==> src/rtl/micro_udp_engine_pkg.sv <==
// Shared types and helpers for the micro UDP engine blocks.
package micro_udp_engine_pkg;

    typedef enum logic {
        IDLE = 1'b0,
        PASS = 1'b1
    } tx_arb_state_t;

    localparam int TX_ARB_MAX_INPUTS = 8;

    // Saturating add of a small per-cycle increment into a 16-bit statistic.
    function automatic logic [15:0] sat_add16(input logic [15:0] a, input logic [3:0] b);
        logic [16:0] s;
        s = {1'b0, a} + {13'd0, b};
        return s[16] ? 16'hFFFF : s[15:0];
    endfunction

endpackage

==> src/rtl/micro_udp_rr_pick.sv <==
// Combinational round-robin picker: first requester after i_last, modulo N.
module micro_udp_rr_pick
    import micro_udp_engine_pkg::*;
#(
    parameter int N = 2,
    localparam int IDX_W = (N > 1) ? $clog2(N) : 1
) (
    input  logic [N-1:0]     i_req,
    input  logic [IDX_W-1:0] i_last,
    output logic [N-1:0]     o_win,
    output logic             o_any
);

    logic [IDX_W-1:0] w_idx;

    always_comb begin
        o_win = '0;
        o_any = 1'b0;
        w_idx = '0;
        for (int i = 1; i <= N; i++) begin
            w_idx = IDX_W'((int'(i_last) + i) % N);
            if (!o_any && i_req[w_idx]) begin
                o_win[w_idx] = 1'b1;
                o_any        = 1'b1;
            end
        end
    end

endmodule

==> src/rtl/micro_udp_tx_arbiter.sv <==
// Packet-granular round-robin arbiter merging N Avalon-ST frame sources onto one TX port.
// Handshake: a beat moves when valid & ready are both high on a clock edge; valid never waits on ready.
module micro_udp_tx_arbiter
    import micro_udp_engine_pkg::*;
#(
    parameter int NR_INPUTS = 2,
    parameter int DATA_W    = 64,
    parameter int EMPTY_W   = $clog2(DATA_W / 8)
) (
    input  logic                                clk,
    input  logic                                reset_n,
    input  logic [NR_INPUTS-1:0]                in_valid,
    output logic [NR_INPUTS-1:0]                in_ready,
    input  logic [NR_INPUTS-1:0][DATA_W-1:0]    in_data,
    input  logic [NR_INPUTS-1:0]                in_sop,
    input  logic [NR_INPUTS-1:0]                in_eop,
    input  logic [NR_INPUTS-1:0][EMPTY_W-1:0]   in_empty,
    output logic                                out_valid,
    output logic                                out_sop,
    output logic                                out_eop,
    input  logic                                out_ready,
    output logic [DATA_W-1:0]                   out_data,
    output logic [EMPTY_W-1:0]                  out_empty,
    output logic [NR_INPUTS-1:0]                grant,
    output logic [31:0]                         pkt_cnt,
    output logic [15:0]                         sop_err_cnt,
    output tx_arb_state_t                       dbg_state
);

    localparam int IDX_W = (NR_INPUTS > 1) ? $clog2(NR_INPUTS) : 1;

    tx_arb_state_t          r_state;
    logic [NR_INPUTS-1:0]   r_grant;
    logic [IDX_W-1:0]       r_grant_idx;
    logic [IDX_W-1:0]       r_last_grant;
    logic                   r_first;
    logic [31:0]            r_pkt_cnt;
    logic [15:0]            r_sop_err_cnt;

    logic [NR_INPUTS-1:0]   w_req;
    logic [NR_INPUTS-1:0]   w_bad;
    logic [NR_INPUTS-1:0]   w_win;
    logic                   w_any;
    logic [IDX_W-1:0]       w_win_idx;
    logic                   w_xfer;
    logic [3:0]             w_bad_cnt;
    logic [3:0]             w_err_inc;

    assign w_req = in_valid & in_sop;
    assign w_bad = in_valid & ~in_sop;

    micro_udp_rr_pick #(.N(NR_INPUTS)) u_pick (
        .i_req  (w_req),
        .i_last (r_last_grant),
        .o_win  (w_win),
        .o_any  (w_any)
    );

    always_comb begin
        w_win_idx = '0;
        for (int i = 0; i < NR_INPUTS; i++) begin
            if (w_win[i]) w_win_idx = IDX_W'(i);
        end
    end

    // The grant is zero outside PASS, so the mux naturally outputs all zeros when idle.
    always_comb begin
        out_valid = 1'b0;
        out_sop   = 1'b0;
        out_eop   = 1'b0;
        out_data  = '0;
        out_empty = '0;
        for (int i = 0; i < NR_INPUTS; i++) begin
            if (r_grant[i]) begin
                out_valid = in_valid[i];
                out_sop   = in_sop[i];
                out_eop   = in_eop[i];
                out_data  = in_data[i];
                out_empty = in_empty[i];
            end
        end
    end

    assign in_ready = (r_state == IDLE) ? w_bad : (r_grant & {NR_INPUTS{out_ready}});
    assign w_xfer   = out_valid & out_ready;

    always_comb begin
        w_bad_cnt = '0;
        for (int i = 0; i < NR_INPUTS; i++) begin
            w_bad_cnt = w_bad_cnt + {3'd0, w_bad[i]};
        end
    end

    // Idle drops count every headless beat; in PASS only a repeated SOP on the owner counts.
    assign w_err_inc = (r_state == IDLE) ? w_bad_cnt
                     : ((w_xfer && out_sop && !r_first) ? 4'd1 : 4'd0);

    always_ff @(posedge clk or negedge reset_n) begin
        if (!reset_n) begin
            r_state      <= IDLE;
            r_grant      <= '0;
            r_grant_idx  <= '0;
            r_last_grant <= IDX_W'(NR_INPUTS - 1);
            r_first      <= 1'b0;
            r_pkt_cnt    <= '0;
        end else begin
            case (r_state)
                IDLE: begin
                    if (w_any) begin
                        r_grant     <= w_win;
                        r_grant_idx <= w_win_idx;
                        r_first     <= 1'b1;
                        r_state     <= PASS;
                    end
                end
                PASS: begin
                    if (w_xfer) begin
                        r_first <= 1'b0;
                        if (out_eop) begin
                            r_last_grant <= r_grant_idx;
                            r_grant      <= '0;
                            r_pkt_cnt    <= r_pkt_cnt + 32'd1;
                            r_state      <= IDLE;
                        end
                    end
                end
                default: r_state <= IDLE;
            endcase
        end
    end

    always_ff @(posedge clk or negedge reset_n) begin
        if (!reset_n) begin
            r_sop_err_cnt <= '0;
        end else begin
            r_sop_err_cnt <= sat_add16(r_sop_err_cnt, w_err_inc);
        end
    end

    assign grant       = r_grant;
    assign pkt_cnt     = r_pkt_cnt;
    assign sop_err_cnt = r_sop_err_cnt;
    assign dbg_state   = r_state;

endmodule

==> config.mk <==
export PLATFORM = sky130hd
export DESIGN_NAME = micro_udp_tx_arbiter
export DESIGN_NICKNAME = d
export VERILOG_FILES = /design/src/rtl/micro_udp_engine_pkg.sv /design/src/rtl/micro_udp_rr_pick.sv /design/src/rtl/micro_udp_tx_arbiter.sv
export SDC_FILE = /design/constraint.sdc
export NUM_CORES = 1
export LEC_CHECK = 0
export CAP_MARGIN = 10
export CORE_ASPECT_RATIO = 2
export CORE_UTILIZATION = 31
export CTS_CLUSTER_DIAMETER = 30
export DETAILED_ROUTE_END_ITERATION = 8
export PLACE_DENSITY = 0.78
export SLEW_MARGIN = 10
export SYNTH_ARGS = -nofsm -noshare
export SYNTH_HDL_FRONTEND = slang
export SYNTH_SLANG_ARGS = --single-unit
==> constraint.sdc <==
create_clock -name clk -period 2.8 [get_ports clk]
set_input_delay 0.84 -clock clk [delete_from_list [all_inputs] [get_ports clk]]
set_output_delay 0.84 -clock clk [all_outputs]
set_load 0.01 [all_outputs]
==> Word level (Yosys, flattened, before mapping) <==
Cells that the tools add are included.
{ "totals": {"ff_bits": 54, "inputBits": 143, "out_inout_bits": 123, "wordCells": 75} }
{ "op_classes": {"add_sub_neg": 5, "magnitude_cmp": 4, "n_eq_ne": 3, "muxes": 38, "bitwise": 7, "reduce_logical": 11} }
{ "op_table": {"columns": ["operator", "n"], "rows": [
  ["2-to-1 mux 64 bit", 2],
  ["adder 32 x 1 -> 32 bit (second input constant)", 1],
  ["2-to-1 mux 1 bit", 21],
  ["adder 16 x 2 -> 17 bit", 1],
  ["2-to-1 mux 16 bit", 1],
  ["2-to-1 mux 2 bit", 7],
  ["bitwise AND 2 bit", 3],
  ["2-to-1 mux 3 bit", 2],
  ["AND reduction 3 bit", 2],
  ["logical AND 1 bit", 5],
  ["< comparator 1 x 2 -> 1 bit (second input constant)", 2],
  ["inequality test 2 x 1 -> 1 bit (second input constant)", 2],
  ["one-hot mux 1 bit (2 select lines)", 2],
  ["one-hot mux 2 bit (2 select lines)", 1],
  ["AND reduction 2 bit", 2],
  ["adder 1 bit (second input constant)", 2],
  ["adder 1 x 1 -> 2 bit", 1],
  ["demux 1 bit (select 1 bit)", 2],
  ["greater-or-equal comparator 1 bit (second input constant)", 2],
  ["logical NOT 1 bit", 2],
  ["inequality test 2 bit (second input constant)", 1],
  ["inverter 2 bit", 1],
  ["OR 2 bit", 1],
  ["bitwise AND 1 bit", 1],
  ["inverter 1 bit", 1]
]} }

==> Logic depth before layout (Yosys ltp) <==
{ "logic_depth": {"word_depth": 10, "mapped_depth": 13} }

==> Modules after synthesis <==
Synthesis repeated with hierarchy kept, for this count alone.
{ "hier_totals": {"cells_unflattened": 349, "area_unflattened_um2": 3424.5} }
{ "by_module_without_submodules": {"columns": ["mod", "n_inst", "cells_each", "area_each_um2"], "rows": [
  ["micro_udp_tx_arbiter", 1, 345, 3399.5],
  ["micro_udp_rr_pick", 1, 4, 25.0]
]} }

==> Worst setup path before layout <==
OpenSTA, ideal clock, no wires.
{ "synth_timing": {"path_kind": "in2reg", "start": "input in_valid[1]", "end": "register r_sop_err_cnt[15], in the netlist sop_err_cnt[15]", "setup_ps": 65, "t_arrival_ps": 3110, "t_required_ps": 2735, "path_slack_ps": -375, "stages": 11, "path_buffers": 1, "cell_sequence": "a22o_1 > nand3_1 > o32ai_1 > ha_1 > inv_1 > fa_1 > nand4b_1 > or4_1 > clkbuf_1 > nand2_1 > mux2_2"} }
{ "synth_between": {"elab_chain_len": 8} }
{ "synth_rtl": {"columns": ["element", "line", "rtl"], "rows": [
  ["start, declared", "micro_udp_tx_arbiter.sv:12", "input logic [NR_INPUTS-1:0] in_valid,"],
  ["2-to-1 mux 1 bit", "micro_udp_tx_arbiter.sv:74", "if (r_grant[i]) begin"],
  ["bitwise AND 1 bit", "micro_udp_tx_arbiter.sv:85", "assign w_xfer = out_valid & out_ready;"],
  ["logical AND 1 bit (2 in series)", "micro_udp_tx_arbiter.sv:96", ": ((w_xfer && out_sop && !r_first) ? 4'd1 : 4'd0);"],
  ["2-to-1 mux 1 bit", "micro_udp_tx_arbiter.sv:96", null],
  ["2-to-1 mux 2 bit (*)", "micro_udp_tx_arbiter.sv:95", "assign w_err_inc = (r_state == IDLE) ? w_bad_cnt"],
  ["adder 16 x 2 -> 17 bit (*)", "micro_udp_engine_pkg.sv:14", "s = {1'b0, a} + {13'd0, b};"],
  ["2-to-1 mux 16 bit (*)", "micro_udp_engine_pkg.sv:15", "return s[16] ? 16'hFFFF : s[15:0];"],
  ["end signal, assigned", "micro_udp_tx_arbiter.sv:136", "r_sop_err_cnt <= sat_add16(r_sop_err_cnt, w_err_inc);"],
  ["end, declared", "micro_udp_tx_arbiter.sv:38", "logic [15:0] r_sop_err_cnt;"]
]} }
Mark *: on every way between the ends. The rest lies on a longest branch, timed or not.
A chain may end at the register's enable or synchronous reset.

==> Worst setup path in the final report <==
{ "layout_timing": {"start": "input out_ready", "end": "register r_sop_err_cnt[3], in the netlist sop_err_cnt[3]"} }
{ "layout_between": {"elab_chain_len": 7} }
{ "layout_rtl": {"columns": ["element", "line", "rtl"], "rows": [
  ["start, declared", "micro_udp_tx_arbiter.sv:21", "input logic out_ready,"],
  ["bitwise AND 1 bit", "micro_udp_tx_arbiter.sv:85", null],
  ["logical AND 1 bit (2 in series)", "micro_udp_tx_arbiter.sv:96", null],
  ["2-to-1 mux 1 bit", "micro_udp_tx_arbiter.sv:96", null],
  ["2-to-1 mux 2 bit", "micro_udp_tx_arbiter.sv:95", null],
  ["adder 16 x 2 -> 17 bit", "micro_udp_engine_pkg.sv:14", null],
  ["2-to-1 mux 16 bit", "micro_udp_engine_pkg.sv:15", null]
]} }
No other way between the ends.

==> impl_results.md <==
- Outcome: complete, but fails checks
- Failing checks: negative setup slack
- Hold EP: pkt_cnt[31]$_DFFE_PN0P_
- Top cell type's share of synthesized area: 38.38%
- Hold Crit Class: register to register
- Gpl congestion: 0.8790
- First-pass GRT wire length: 23340 microns
- # Max-Cap Violations: 0
- Hold buffer count at CTS: 0
- Final nets: 785
- Tcrit/Tclk final: 103.6%
- CP endpoint kind: register
- Reg2Reg Depth: 11
- Most frequent cell after synthesis: a22o_1
- Setup TNS: -0.7893 ns
- EDFF count, synth: 0
- Total vias in the final route: 4193
- Largest cells by area after synthesis: dfrtp_1, a22o_1, xnor2_1
- Clk_lat worst skew: 0.30 ns
- Root Driver: clkbuf_16
- Area growth syn-to-layout: 95.98%
- Synth top cells by count: a22o_1, dfrtp_1, nand2_1
- Post-Route WL: 16060 microns
- Ys flop type: dfrtp_1
- Slew headroom: 57.81%
- Worst path buffer plus inverter count: 3
- Setup WS pre-CTS: -0.9267 ns
- Post-Syn Area: 3456 sq um
- GR Overflow Total: 0
- H-tree levels: 2
- Hold Violations, Final: 0
- Worst reg2reg startpoint: grant[1]$_DFFE_PN0P_
- Crit start category: input port
- Initial drt markers: 162
- Starting density of the core: 31.77%
- Pins Over Slew Limit: 0
- Antenna violations before repair: 1
- Peak Freq: 344.8 MHz
- Largest net degree at the start of global routing: 46
- Reg2Reg Capture Point: sop_err_cnt[3]$_DFF_PN0_
- Max FO, Critical Path: 6
- Slowest cell delay on critical path: 0.59 ns
- DPL Wire Length: 12590 microns
- Gr usage total: 26.52%
- Layout cells sized above 1: 15.05%
- Port Buf Inserts: 265
- Vias in the first global route: 4146
- # diodes: 0
- Number of synthesized register bits: 54
- Worst-path cell chain: clkdlybuf4s15_2 > nand3_4 > o32ai_4 > ha_2 > inv_2 > fa_2 > nand4b_1 > or4_4 > buf_6 > o21ai_2
- Hold path cells: 1
- CP top delay family: simple AND/OR/NAND/NOR gates
- Yosys warning count: 0
- Sequential fraction of the synthesis area: 39.14%
- Ports: 266
- Unrepaired setup endpoints after global routing: true
- Cell count after synthesis: 354
- Die H: 151.3 microns
- Die Wd: 76.66 microns
- Area leader, netlist: dfrtp_1
- Wire per inst: 20.65 microns
- PwrDens: 638.6 nW/um^2
- Post-route worst setup slack: -0.1003 ns
- Routed Antenna Nets: 0
- CTS Buffer Depth: 2
- Vias/cell: 5.389
- Peak VDD IR: 348.2 uV
- Setup CP Type: input port to register
- Cell leakage power: 3.207 nW
- Die area: 11600 sq um
- Row count: 54
- # setup viols final: 9
- Required @ worst endpoint: 3.02 ns
- CTS tree: done
- Internal reg-to-reg setup slack: -0.08 ns
- Tmin final: 2.900 ns
- Syn_nets: 502
- Post-synthesis area per instance: 9.762 sq um
- Cell variety after synth: 48
- Async set or reset register ratio after synthesis: 100.0%
- Slowest cell on the critical path: or4_4
- Core region area: 10880 sq um
- Clk sinks: 54
- 1st-pass router iterations: 5
- Clk_skew: 0.01057 ns
- Worst-margin pin slew: 0.6276 ns
- Crit path DAT: 3.13 ns
- Worst hold start: pkt_cnt[31]$_DFFE_PN0P_
- # DRC: 0
- Clock transition at path regs: 0.08 ns
- Num CTS Buffers: 5
sequential cells by signal (all words and copies together) (netlist names):
| register | cells |
|---|---|
| dbg_state | 1 |
| r_grant_idx | 1 |
| r_last_grant | 1 |
| r_first | 1 |
| pkt_cnt | 32 |
| grant | 2 |
| sop_err_cnt | 16 |
cell usage in the layout (no fill, tap or decap), drive strengths merged, types with 2 or more instances in the layout:
master | Yosys | routed
o21a | 2 | 2
clkbuf | 15 | 6
nand3 | 22 | 22
nand2 | 25 | 25
nor4 | 9 | 9
or4 | 3 | 3
inv | 15 | 16
a31oi | 2 | 2
xnor2 | 19 | 19
nand4 | 20 | 20
a21o | 2 | 2
ha | 4 | 4
and4 | 5 | 5
dfrtp | 53 | 53
nor2 | 8 | 8
and3 | 5 | 5
nor3 | 7 | 7
buf | 8 | 38
a211oi | 2 | 2
a211o | 2 | 2
a21oi | 5 | 5
dlygate4sd2 | 0 | 60
dlymetal6s2s | 0 | 11
o21ai | 6 | 6
a22o | 67 | 67
nand4b | 2 | 2
and4b | 2 | 2
mux2 | 5 | 5
and2 | 5 | 5
xor2 | 18 | 18
clkdlybuf4s50 | 0 | 187
o2bb2ai | 2 | 2
nor2b | 4 | 4
per-stage QoR:
step / cell area (sq um) / instances / utilization [%] / power (mW) / hold WS (ns)
global placement: 6472 / 765 / 59.50 / 3.688 / 0.4585
finish: 6773 / 778 / 62.26 / 4.325 / 0.4818
global route: 6773 / 778 / 62.26 / 4.522 / 0.5215
detailed placement: 6472 / 765 / 59.50 / 3.733 / 0.4686
CTS: 6724 / 778 / 61.81 / 4.343 / 0.4832
floorplan: 3512 / 354 / - / 2.116 / 0.4584
worst reg2reg max path, delay by kind of cell, from the launching register on:
family          cells  cell delay, ns
flops               1            0.45
buf+inv             2            0.21
compound gates      3            0.51
simple gates        4            1.06
fa+ha+maj           2            0.58
routing by layer:
metal  track usage, %  vias up  routed length (microns)
met1            28.86     2029                     5992
met3            6.747       26                     1333
met5                0        -                        0
met4            6.827        0                      272
li1                 -     1906                        -
met2            50.13      232                     8463
worst max-delay path by stage:
| stage | start | to | depth (start not counted) |
|---|---|---|---|
| 2_1_floorplan | in_valid[0] | sop_err_cnt[11]$_DFF_PN0_ | 12 |
| 3_3_place_gp | in_valid[1] | sop_err_cnt[6]$_DFF_PN0_ | 11 |
| 3_5_place_dp | in_valid[1] | sop_err_cnt[6]$_DFF_PN0_ | 11 |
| 4_1_cts | in_valid[1] | sop_err_cnt[4]$_DFF_PN0_ | 12 |
| 5_1_grt | grant[1]$_DFFE_PN0P_ | sop_err_cnt[0]$_DFF_PN0_ | 11 |
| 6_report | out_ready | sop_err_cnt[3]$_DFF_PN0_ | 10 |
repair_timing:
item,in CTS,in global routing
pin swaps,13,7
endpoints found under the setup margin,87,29
cloned,1,0
resized for setup,109,20
endpoints found under the hold margin,0,0
buffers inserted,4,1
report_power, final:
part	internal, mW	switching, mW
sequential	0.885	0.140
combinational	1.34	1.23
clock	0.427	0.300
total	2.65	1.67
cell families (layout without fill, tap and decap cells):
kind of cell / Yosys count / in the layout / synth area share (%)
AO/OA/AOI/OAI: 95 / 95 / 22.59
adder cells (fa/ha/maj): 5 / 5 / 2.028
buffers and inverters: 38 / 322 / 4.598
XOR/XNOR: 37 / 37 / 9.377
flip-flops: 54 / 54 / 39.14
AND/OR/NAND/NOR: 120 / 120 / 20.64
multiplexers: 5 / 5 / 1.629
final cells by class:
type,instances,area [sq um]
Fill cell,925,4105
Sequential cell,54,1354
Timing Repair Buffer,299,2909
Clock buffer,5,125.1
Multi-Input combinational cell,262,2106
Inverter,15,56.30
Tap cell,140,175.2
Clock inverter,3,47.55
No activity file was read; power rests on OpenSTA's default activity.
==> patch, RTL diff (same settings) <==
Register the output `sop_err_cnt` once more; this adds one clock of latency there. The other outputs are not delayed to match.
--- a/src/rtl/micro_udp_tx_arbiter.sv
+++ b/src/rtl/micro_udp_tx_arbiter.sv
@@ -141,3 +141,5 @@
     assign pkt_cnt     = r_pkt_cnt;
-    assign sop_err_cnt = r_sop_err_cnt;
+    always_ff @(posedge clk) begin
+        sop_err_cnt <= r_sop_err_cnt;
+    end
     assign dbg_state   = r_state;
Check against the original RTL: not equivalent (a bounded check fails within 4 cycles, from zero or initial values and one cycle with reset_n low).
==> patch against the unedited design <==
  * Synthesized area increased by 11%
  * Sequential share of layout area increased by 3.3 points
  * Wire length increased by 12%
  * Critical path depth decreased by 6
  * Register-to-register slack improved by 0.21 ns
  * Cell count increased by 5.7%
  * Setup slack improved by 0.17 ns
  * Die area increased by 10%
  * Total power increased by 13%
  * Sequential cell count increased by 16
  * Cell area increased by 6.1%
  * Clock skew decreased by 0.0064 ns
  * Largest cell class unchanged
==> patch: results (changes against the unedited design) <==
The run gives 14.9% (+8.2 points) as the global routing usage on met3. The clock edge transition at the registers on the reported setup and hold paths came out at 0.05 ns (-0.03 ns). The run gives 6820 µm² (+5.4%) as the cell area after placement. Leakage power total: 3.43 nW (+7.1%). The run finished with clean final reports. Total detailed-routing wirelength: 18.1 mm (+12%).

For the number of vias in the routed layout, the log shows 4,383 (+4.5%). The logs give 4,528 (+9.2%) for the via count of the first global-routing pass and 0.00413 ns (-0.00644 ns) for the worst clock skew. The logs give 3 (+1) for the H-tree depth and 273 (+69%) for the first-iteration detailed-routing DRC count. The number of antenna violations at the first check in global routing is 0 (-1).

The stage delay of the slowest cell on the critical path works out to 0.53 ns (-0.06 ns). The run gives 28.8% (+2.3 points) as the total routing usage reported by global routing. The maximum number of pins on one net before global-route repair is 59 (+28%), and the part of the Yosys area used for sequential elements is 43.7% (+4.6 points).

The logs give 15.2 mm (+21%) for the detailed placement HPWL and 0.913 (+3.8%) for the placer congestion estimate. The worst-case setup slack after placement came out at -0.636 ns (+0.291 ns). The insertion delay of the later-clocked pin in the worst-skew pair was 0.34 ns (+0.04 ns).

On the critical path, the stage with the largest delay is an instance of sky130_fd_sc_hd__clkdlybuf4s50_1. The share of final-layout standard cells stronger than drive strength 1 was 13.8% (-1.3 points); the highest fanout seen on the critical path was 2 (-4). The run gives 521 (+3.8%) as the total nets after synthesis. The commonest cells after synthesis are 67 x sky130_fd_sc_hd__a22o_1, 53 x sky130_fd_sc_hd__dfrtp_1, 38 x sky130_fd_sc_hd__nand2_1. For the total instance count after detailed placement, the log shows 795 (+3.9%).
## patch: worst paths after layout
kind,depth (start not counted),slack (ns),from,endpoint
max,4,0.07,in_eop[0],out_eop
min,0,0.38,r_sop_err_cnt[0],sop_err_cnt[0]
max reg2reg,11,0.13,grant[1],r_sop_err_cnt[8]
min reg2reg,0,0.38,r_sop_err_cnt[0],sop_err_cnt[0]
max in group asynchronous,2,1.54,reset_n,pkt_cnt[25]
min in group asynchronous,1,0.52,reset_n,r_sop_err_cnt[12]
## patch: power groups by stage
stage / clock [mW] / sequential, mW / combinational (mW)
after floorplan: 0 / 1.26 / 0.971
after global placement: 0 / 1.28 / 2.56
after detailed placement: 0 / 1.28 / 2.61
after CTS: 1.20 / 1.25 / 2.45
after global routing: 1.25 / 1.26 / 2.63
final: 1.19 / 1.25 / 2.45
## patch: cell families after synthesis
logic type | synth area share [%]
xor+xnor | 8.47
flops | 43.7
fa+ha+maj | 1.83
compound gates | 19.8
simple gates | 21.6
mux | 0.850
buf+inv | 3.76
## patch: metal layers
layer	part of all wire, %	up-vias	wire [µm]
li1	-	1989	-
met1	34	2076	6070
met2	49	301	8910
met3	16	17	2860
met4	1.3	0	228
met5	0	-	0
## patch: final cells by class
class / instances / area (µm²) / area share, %
Inverter: 9 / 33.8 / 0.470
Multi-Input combinational cell: 272 / 2050 / 28.5
Clock inverter: 5 / 55.1 / 0.766
Tap cell: 147 / 184 / 2.56
Timing Repair Buffer: 308 / 2930 / 40.7
Clock buffer: 11 / 264 / 3.67
Sequential cell: 70 / 1670 / 23.3
## patch: what timing repair did
action / in CTS / in global routing
setup endpoints to repair: 87 / 13
gates resized for setup: 99 / 8
cloned: 1 / 1
pin swaps: 5 / 4
setup buffers: 7 / 2
